File: src/rtl/hwpe_ctrl_uloop_pipe_pkg.sv
// Shared types and default sizes for the micro-loop address engine.
// Included first; every other uloop file imports it.
package hwpe_ctrl_package;

   localparam int ULOOP_NB_LOOPS   = 6;
   localparam int ULOOP_CODE_LEN   = 32;
   localparam int ULOOP_NB_REG     = 4;
   localparam int ULOOP_NB_RO_REG  = 28;
   localparam int ULOOP_REG_WIDTH  = 32;
   localparam int ULOOP_CNT_WIDTH  = 16;
   localparam int ULOOP_FIFO_DEPTH = 2;

   localparam int ULOOP_ADDR_W = $clog2(ULOOP_CODE_LEN);
   localparam int ULOOP_OPA_W  = $clog2(ULOOP_NB_REG);
   localparam int ULOOP_OPB_W  = $clog2(ULOOP_NB_REG + ULOOP_NB_RO_REG);
   localparam int ULOOP_LSEL_W = $clog2(ULOOP_NB_LOOPS);

   typedef logic [ULOOP_CNT_WIDTH-1:0] uloop_cnt_t;
   typedef logic [ULOOP_REG_WIDTH-1:0] uloop_reg_t;

   typedef enum logic [1:0] {
      ULOOP_MOV,
      ULOOP_ADD,
      ULOOP_SUB,
      ULOOP_NOP
   } uloop_op_e;

   typedef struct packed {
      logic [ULOOP_OPA_W-1:0] a;
      logic [ULOOP_OPB_W-1:0] b;
      uloop_op_e              op;
   } uloop_code_t;

   typedef struct packed {
      logic [ULOOP_ADDR_W-1:0] addr;
      logic [ULOOP_ADDR_W:0]   nb_ops;
   } uloop_loop_t;

   typedef struct packed {
      uloop_loop_t [ULOOP_NB_LOOPS-1:0] loops;
      uloop_cnt_t  [ULOOP_NB_LOOPS-1:0] range;
      uloop_code_t [ULOOP_CODE_LEN-1:0] code;
   } uloop_cfg_t;

   typedef struct packed {
      uloop_reg_t [ULOOP_NB_REG-1:0]   offs;
      uloop_cnt_t [ULOOP_NB_LOOPS-1:0] idx;
      logic                            last;
   } uloop_snap_t;

   // A range of 0 behaves like 1: the loop runs exactly once.
   function automatic uloop_cnt_t uloop_last_idx(input uloop_cnt_t r);
      return (r == '0) ? '0 : r - 1'b1;
   endfunction

endpackage

File: src/rtl/hwpe_ctrl_uloop_snap_fifo.sv
// Snapshot FIFO: shift-register storage, head always at entry 0
// so the first word is visible straight from a register.
module hwpe_ctrl_uloop_snap_fifo
   import hwpe_ctrl_package::*;
#(
   parameter int unsigned DEPTH = 2
) (
   input  logic        clk_i,
   input  logic        rst_ni,
   input  logic        clear_i,
   input  logic        push_i,
   input  uloop_snap_t data_i,
   output logic        full_o,
   input  logic        pop_i,
   output logic        valid_o,
   output uloop_snap_t data_o
);

   localparam int CW = $clog2(DEPTH + 1);

   logic [CW-1:0] cnt_q, cnt_d, wr;
   uloop_snap_t [DEPTH-1:0] mem_q, mem_d;
   logic do_pop, do_push;

   assign full_o  = (cnt_q == CW'(DEPTH));
   assign valid_o = (cnt_q != '0);
   assign data_o  = mem_q[0];
   assign do_pop  = pop_i & valid_o;
   assign do_push = push_i & ~full_o;
   assign wr      = do_pop ? cnt_q - 1'b1 : cnt_q;

   always_comb begin
      mem_d = mem_q;
      cnt_d = cnt_q;
      if (do_pop) begin
         for (int i = 0; i < int'(DEPTH) - 1; i++)
            mem_d[i] = mem_q[i+1];
         cnt_d = cnt_d - 1'b1;
      end
      if (do_push) begin
         for (int i = 0; i < int'(DEPTH); i++)
            if (CW'(i) == wr) mem_d[i] = data_i;
         cnt_d = cnt_d + 1'b1;
      end
      if (clear_i) begin
         mem_d = '0;
         cnt_d = '0;
      end
   end

   always_ff @(posedge clk_i or negedge rst_ni) begin
      if (!rst_ni) begin
         mem_q <= '0;
         cnt_q <= '0;
      end else begin
         mem_q <= mem_d;
         cnt_q <= cnt_d;
      end
   end

endmodule

File: src/rtl/hwpe_ctrl_uloop_pipe.sv
// Micro-loop address engine: nested loop walker, microcode ALU on
// offset registers, snapshots pushed into a small prefetch FIFO.
module hwpe_ctrl_uloop_pipe
   import hwpe_ctrl_package::*;
#(
   parameter int unsigned FIFO_DEPTH = ULOOP_FIFO_DEPTH
) (
   input  logic                                       clk_i,
   input  logic                                       rst_ni,
   input  logic                                       test_mode_i,
   input  logic                                       clear_i,
   input  logic                                       start_i,
   input  uloop_cfg_t                                 cfg_i,
   input  logic [ULOOP_NB_RO_REG*ULOOP_REG_WIDTH-1:0] registers_read_i,
   output logic                                       out_valid_o,
   input  logic                                       out_ready_i,
   output logic [ULOOP_NB_REG*ULOOP_REG_WIDTH-1:0]    out_offs_o,
   output logic [ULOOP_NB_LOOPS*ULOOP_CNT_WIDTH-1:0]  out_idx_o,
   output logic                                       out_last_o,
   output logic                                       busy_o,
   output logic                                       done_o
);

   typedef enum logic [1:0] {IDLE, PUSH, EXEC, DONE} state_e;

   localparam logic [ULOOP_ADDR_W:0] OPS_ONE = (ULOOP_ADDR_W+1)'(1);

   state_e state_q, state_d;
   uloop_reg_t [ULOOP_NB_REG-1:0]   regs_q, regs_d;
   uloop_cnt_t [ULOOP_NB_LOOPS-1:0] idx_q, idx_d;
   logic [ULOOP_ADDR_W-1:0] addr_q, addr_d;
   logic [ULOOP_ADDR_W:0]   opcnt_q, opcnt_d;

   uloop_reg_t [ULOOP_NB_REG+ULOOP_NB_RO_REG-1:0] opnd;
   uloop_code_t code;
   uloop_reg_t  alu_res;
   logic [ULOOP_LSEL_W-1:0] sel;
   logic found, push, done;
   logic fifo_full;
   uloop_snap_t snap_in, snap_out;

   assign opnd = {registers_read_i, regs_q};
   assign code = cfg_i.code[addr_q];

   always_comb begin
      unique case (code.op)
         ULOOP_MOV: alu_res = opnd[code.b];
         ULOOP_ADD: alu_res = regs_q[code.a] + opnd[code.b];
         ULOOP_SUB: alu_res = regs_q[code.a] - opnd[code.b];
         default:   alu_res = regs_q[code.a];
      endcase
   end

   // Scan downwards so the innermost loop with room left wins.
   always_comb begin
      found = 1'b0;
      sel   = '0;
      for (int l = ULOOP_NB_LOOPS - 1; l >= 0; l--) begin
         if (idx_q[l] < uloop_last_idx(cfg_i.range[l])) begin
            found = 1'b1;
            sel   = ULOOP_LSEL_W'(l);
         end
      end
   end

   always_comb begin
      state_d = state_q;
      regs_d  = regs_q;
      idx_d   = idx_q;
      addr_d  = addr_q;
      opcnt_d = opcnt_q;
      push    = 1'b0;
      done    = 1'b0;
      unique case (state_q)
         IDLE: begin
            if (start_i) begin
               regs_d  = '0;
               idx_d   = '0;
               state_d = PUSH;
            end
         end
         PUSH: begin
            if (!fifo_full) begin
               push = 1'b1;
               if (!found) begin
                  state_d = DONE;
               end else begin
                  for (int l = 0; l < ULOOP_NB_LOOPS; l++)
                     if (l < int'(sel)) idx_d[l] = '0;
                  idx_d[sel] = idx_q[sel] + 1'b1;
                  addr_d  = cfg_i.loops[sel].addr;
                  opcnt_d = cfg_i.loops[sel].nb_ops;
                  state_d = (cfg_i.loops[sel].nb_ops == '0) ? PUSH : EXEC;
               end
            end
         end
         EXEC: begin
            regs_d[code.a] = alu_res;
            addr_d  = addr_q + 1'b1;
            opcnt_d = opcnt_q - 1'b1;
            if (opcnt_q == OPS_ONE) state_d = PUSH;
         end
         DONE: begin
            if (out_valid_o && out_ready_i && out_last_o) begin
               done    = 1'b1;
               state_d = IDLE;
            end
         end
         default: state_d = IDLE;
      endcase
      if (clear_i) begin
         state_d = IDLE;
         regs_d  = '0;
         idx_d   = '0;
         addr_d  = '0;
         opcnt_d = '0;
         push    = 1'b0;
         done    = 1'b0;
      end
   end

   always_ff @(posedge clk_i or negedge rst_ni) begin
      if (!rst_ni) begin
         state_q <= IDLE;
         regs_q  <= '0;
         idx_q   <= '0;
         addr_q  <= '0;
         opcnt_q <= '0;
      end else begin
         state_q <= state_d;
         regs_q  <= regs_d;
         idx_q   <= idx_d;
         addr_q  <= addr_d;
         opcnt_q <= opcnt_d;
      end
   end

   assign snap_in = '{offs: regs_q, idx: idx_q, last: ~found};

   hwpe_ctrl_uloop_snap_fifo #(
      .DEPTH (FIFO_DEPTH)
   ) i_fifo (
      .clk_i   (clk_i),
      .rst_ni  (rst_ni),
      .clear_i (clear_i),
      .push_i  (push),
      .data_i  (snap_in),
      .full_o  (fifo_full),
      .pop_i   (out_ready_i),
      .valid_o (out_valid_o),
      .data_o  (snap_out)
   );

   assign out_offs_o = snap_out.offs;
   assign out_idx_o  = snap_out.idx;
   assign out_last_o = snap_out.last;
   assign busy_o     = (state_q != IDLE);
   assign done_o     = done;

endmodule

File: config.mk
export PLATFORM = sky130hd
export DESIGN_NAME = hwpe_ctrl_uloop_pipe
export DESIGN_NICKNAME = d
export VERILOG_FILES = /design/src/rtl/hwpe_ctrl_uloop_pipe_pkg.sv /design/src/rtl/hwpe_ctrl_uloop_snap_fifo.sv /design/src/rtl/hwpe_ctrl_uloop_pipe.sv
export SDC_FILE = /design/constraint.sdc
export NUM_CORES = 2
export LEC_CHECK = 0
export ABC_AREA = 1
export BUFFER_PORTS_ARGS = -buffer_cell sky130_fd_sc_hd__clkbuf_2
export CORE_AREA = 2 2 609 611
export DETAILED_ROUTE_END_ITERATION = 10
export DIE_AREA = 0 0 611 613
export PLACE_DENSITY_LB_ADDON = 0.08
export SLEW_MARGIN = 20
export SYNTH_ARGS = -nofsm -noshare
export SYNTH_HDL_FRONTEND = slang
export SYNTH_HIERARCHICAL = 1
export SYNTH_SLANG_ARGS = --single-unit
export TNS_END_PERCENT = 1
File: constraint.sdc
create_clock -name clk_i -period 8.5 [get_ports clk_i]
set_input_delay 0.425 -clock clk_i [delete_from_list [all_inputs] [get_ports clk_i]]
set_output_delay 0.425 -clock clk_i [all_outputs]
set_load 0.1 [all_outputs]
==> out/qor.yml <==
outcome: "completed"
dp.final_hpwl_mm: 328.9
min_path_type: "in -> reg"
clockRootBuffer: "clkbuf_16"
finalNetCount: 12080
syn_to_final_growth_pct: 25.56
mappedNetlistArea_um2: 58280
end_kind: "register"
tightest_slew_ps: 1139
yosysMostFrequentCell: "nand2_1"
drt_iter0_drc: 4967
hold_viol: 0
cts_tree: "built"
netSwitchingFraction: 0.6444
netlist_top_cells_area: "dfrtp_1 30%, nand2_1 23%, nand3_1 11%"
cts_setup_buffers: 0
rsz0062_at_grt: "false"
overflow: 0
fin_cells: 15550
pwr-share-seq: 0.109
worstHoldStart: "cfg_i[395]"
io_buffers: 1578
synth.avg_cell_area_um2: 6.143
core_um2: 367700
postCtsResizedCells: 0
p_per_area_nw_per_um2: 522.4
whs_ps: 144.9
ys_top_cells_by_count: "3497 x nand2_1, 1276 x nand3_1, 927 x inv_1"
yosys.area.top_type: "dfrtp_1"
num_vias: 67340
fin_util: 0.1990
yosys_warnings: 6
synth_top_area_frac: 0.2958
reg2reg_from: "addr_q[0]"
grt_pass1_wl_mm: 562.4
drv_slew: 0
wl_mm: 415.6
syn_inst: 9488
vias_per_cell: 4.330
crit_start: "addr_q[0]"
worstSkewPairLatency_ps: 730
drc_errors: 0
maxSlewHeadroom: 0.2325
slowest_stage: "dfrtp_4"
io_pins: 1580
initial_core_util: 0.1585
fmax_mhz: 132.2
cts_buffers: 97
critPathBufInv: 5
clkSlewWorstSetupHoldPaths_ps: 60
crit_fanout: 54
post_drt_wl_per_cell_um: 26.72
synth_fp_nets: 10980
track_usage: 0.2138
finalCritPeriodShare: 0.8899
ctsLongestPathBuffers: 3
cap_violations: 0
postCtsHoldBufs: 1
chipWidth_um: 611
pwr-share-clk: 0.111
post-route-min-period_ps: 7564
synth_seq_cells: 689
gp_congestion: 0.8966
synth_seq_area_share: 0.2958
pwr-share-comb: 0.779
setup.worst_path.class: "reg -> reg"
grt_pass1_vias: 66690
synth-edff-count: 0
crit_family: "simple AND/OR/NAND/NOR gates"
cp.required_ps: 9130
die-area_um2: 374500
switchingPower_mw: 24.63
die_h_um: 613
cpMostUsedCell: "nand2_1"
synthFlopType: "dfrtp_1"
drive_gt1_frac: 0.1930
p_int_mw: 13.59
worstPathArrival_ps: 8190
fill_cells: 42790
antenna_found_initial: 121
placed_cells: 15320
num_rows: 223
tns_ps: 0
postLayoutCellArea_um2: 73180
ant_nets: 0
slowest_delay_ps: 600
ir_drop_mv: 0.3705
yosysUniqueCellTypes: 59
place_area_um2: 69840
p_leak_nw: 38.38
setup_viol: 0
clock_skew_ps: 41.72
synthArstFlopShare: 1.000
grt_start_max_net_pins: 167
htreeDepth: 3
crit_path_start_kind: "register"
dr.pass1.iters: 5
cts_sinks: 689
[power groups by stage]
| stage | sequential (mW) | combinational [mW] | clock [mW] |
|---|---|---|---|
| final | 4.17 | 29.8 | 4.26 |
| after global routing | 4.21 | 32.3 | 4.55 |
| after CTS | 4.18 | 30.2 | 4.42 |
| after detailed placement | 4.24 | 30.1 | 0 |
| after global placement | 4.23 | 30.3 | 0 |
| after floorplan | 3.88 | 17.9 | 0 |
[kinds of logic after synthesis]
logic type,count (synthesis),share of synthesized area
xor+xnor,84,0.01262
flops,689,0.2958
fa+ha+maj,143,0.03083
mux,2,0.0003435
compound gates,880,0.09079
simple gates,5935,0.4291
buf+inv,1755,0.1405
[final timing paths]
check	endpoint	slack [ps]	cells past startpoint
hold reg to reg	i_fifo/mem_q[256]	470	2
min in group asynchronous	i_fifo/data_o[58]	340	2
max in group asynchronous	i_fifo/mem_q[345]	6150	4
hold / removal	opcnt_q[0]	140	5
setup reg to reg	opnd[61]	940	38
setup / recovery	opnd[61]	940	38
[final cells by class]
type | instances | area [um2] | area share
Sequential cell | 689 | 17250 | 0.2357
Timing Repair Buffer | 1801 | 9981 | 0.1364
Clock buffer | 146 | 2856 | 0.03903
Inverter | 950 | 3597 | 0.04916
Multi-Input combinational cell | 7044 | 32970 | 0.4505
Tap cell | 4837 | 6052 | 0.08270
Clock inverter | 29 | 332.8 | 0.004548
Antenna cell | 57 | 142.6 | 0.001949
[state kept, by name, summed over array words and instances, names as in the netlist]
signal / count
i_fifo/data_o: 225
i_fifo/mem_q: 225
opnd: 128
idx_q: 96
opcnt_q: 6
addr_q: 5
i_fifo/cnt_q: 2
state_q: 2
[worst min-delay path: cells and delay by family]
family	cells	cell delay, ps
compound gates	2	160
simple gates	2	150
buf+inv	1	90
[layer usage]
layer,GRT usage,up-vias,wire length [um]
li1,-,32320,-
met1,0.2817,32660,185700
met2,0.3651,1995,200100
met3,0.03347,341,20820
met4,0.04615,26,8812
met5,0,-,184
[layout by cell type, fill, tap and decap left out, types with 138 or more instances in the layout]
cell and count:
nand2_1 3492, clkbuf_2 1576, nand3_1 1276, inv_1 920, nor2_1 825, dfrtp_1 687, o21ai_0 293, nand3b_1 202
buf_4 191, a21oi_1 157, ha_1 142, o22ai_1 138
[stage by stage]
stage / total power, mW / setup slack, ps
finish: 38.23 / 936.0
global route: 41.04 / 230.8
CTS: 38.81 / 885.1
detailed placement: 34.35 / 958.4
global placement: 34.53 / 767.7
floorplan: 21.79 / 3048
Power figures use the tool's default switching activity.
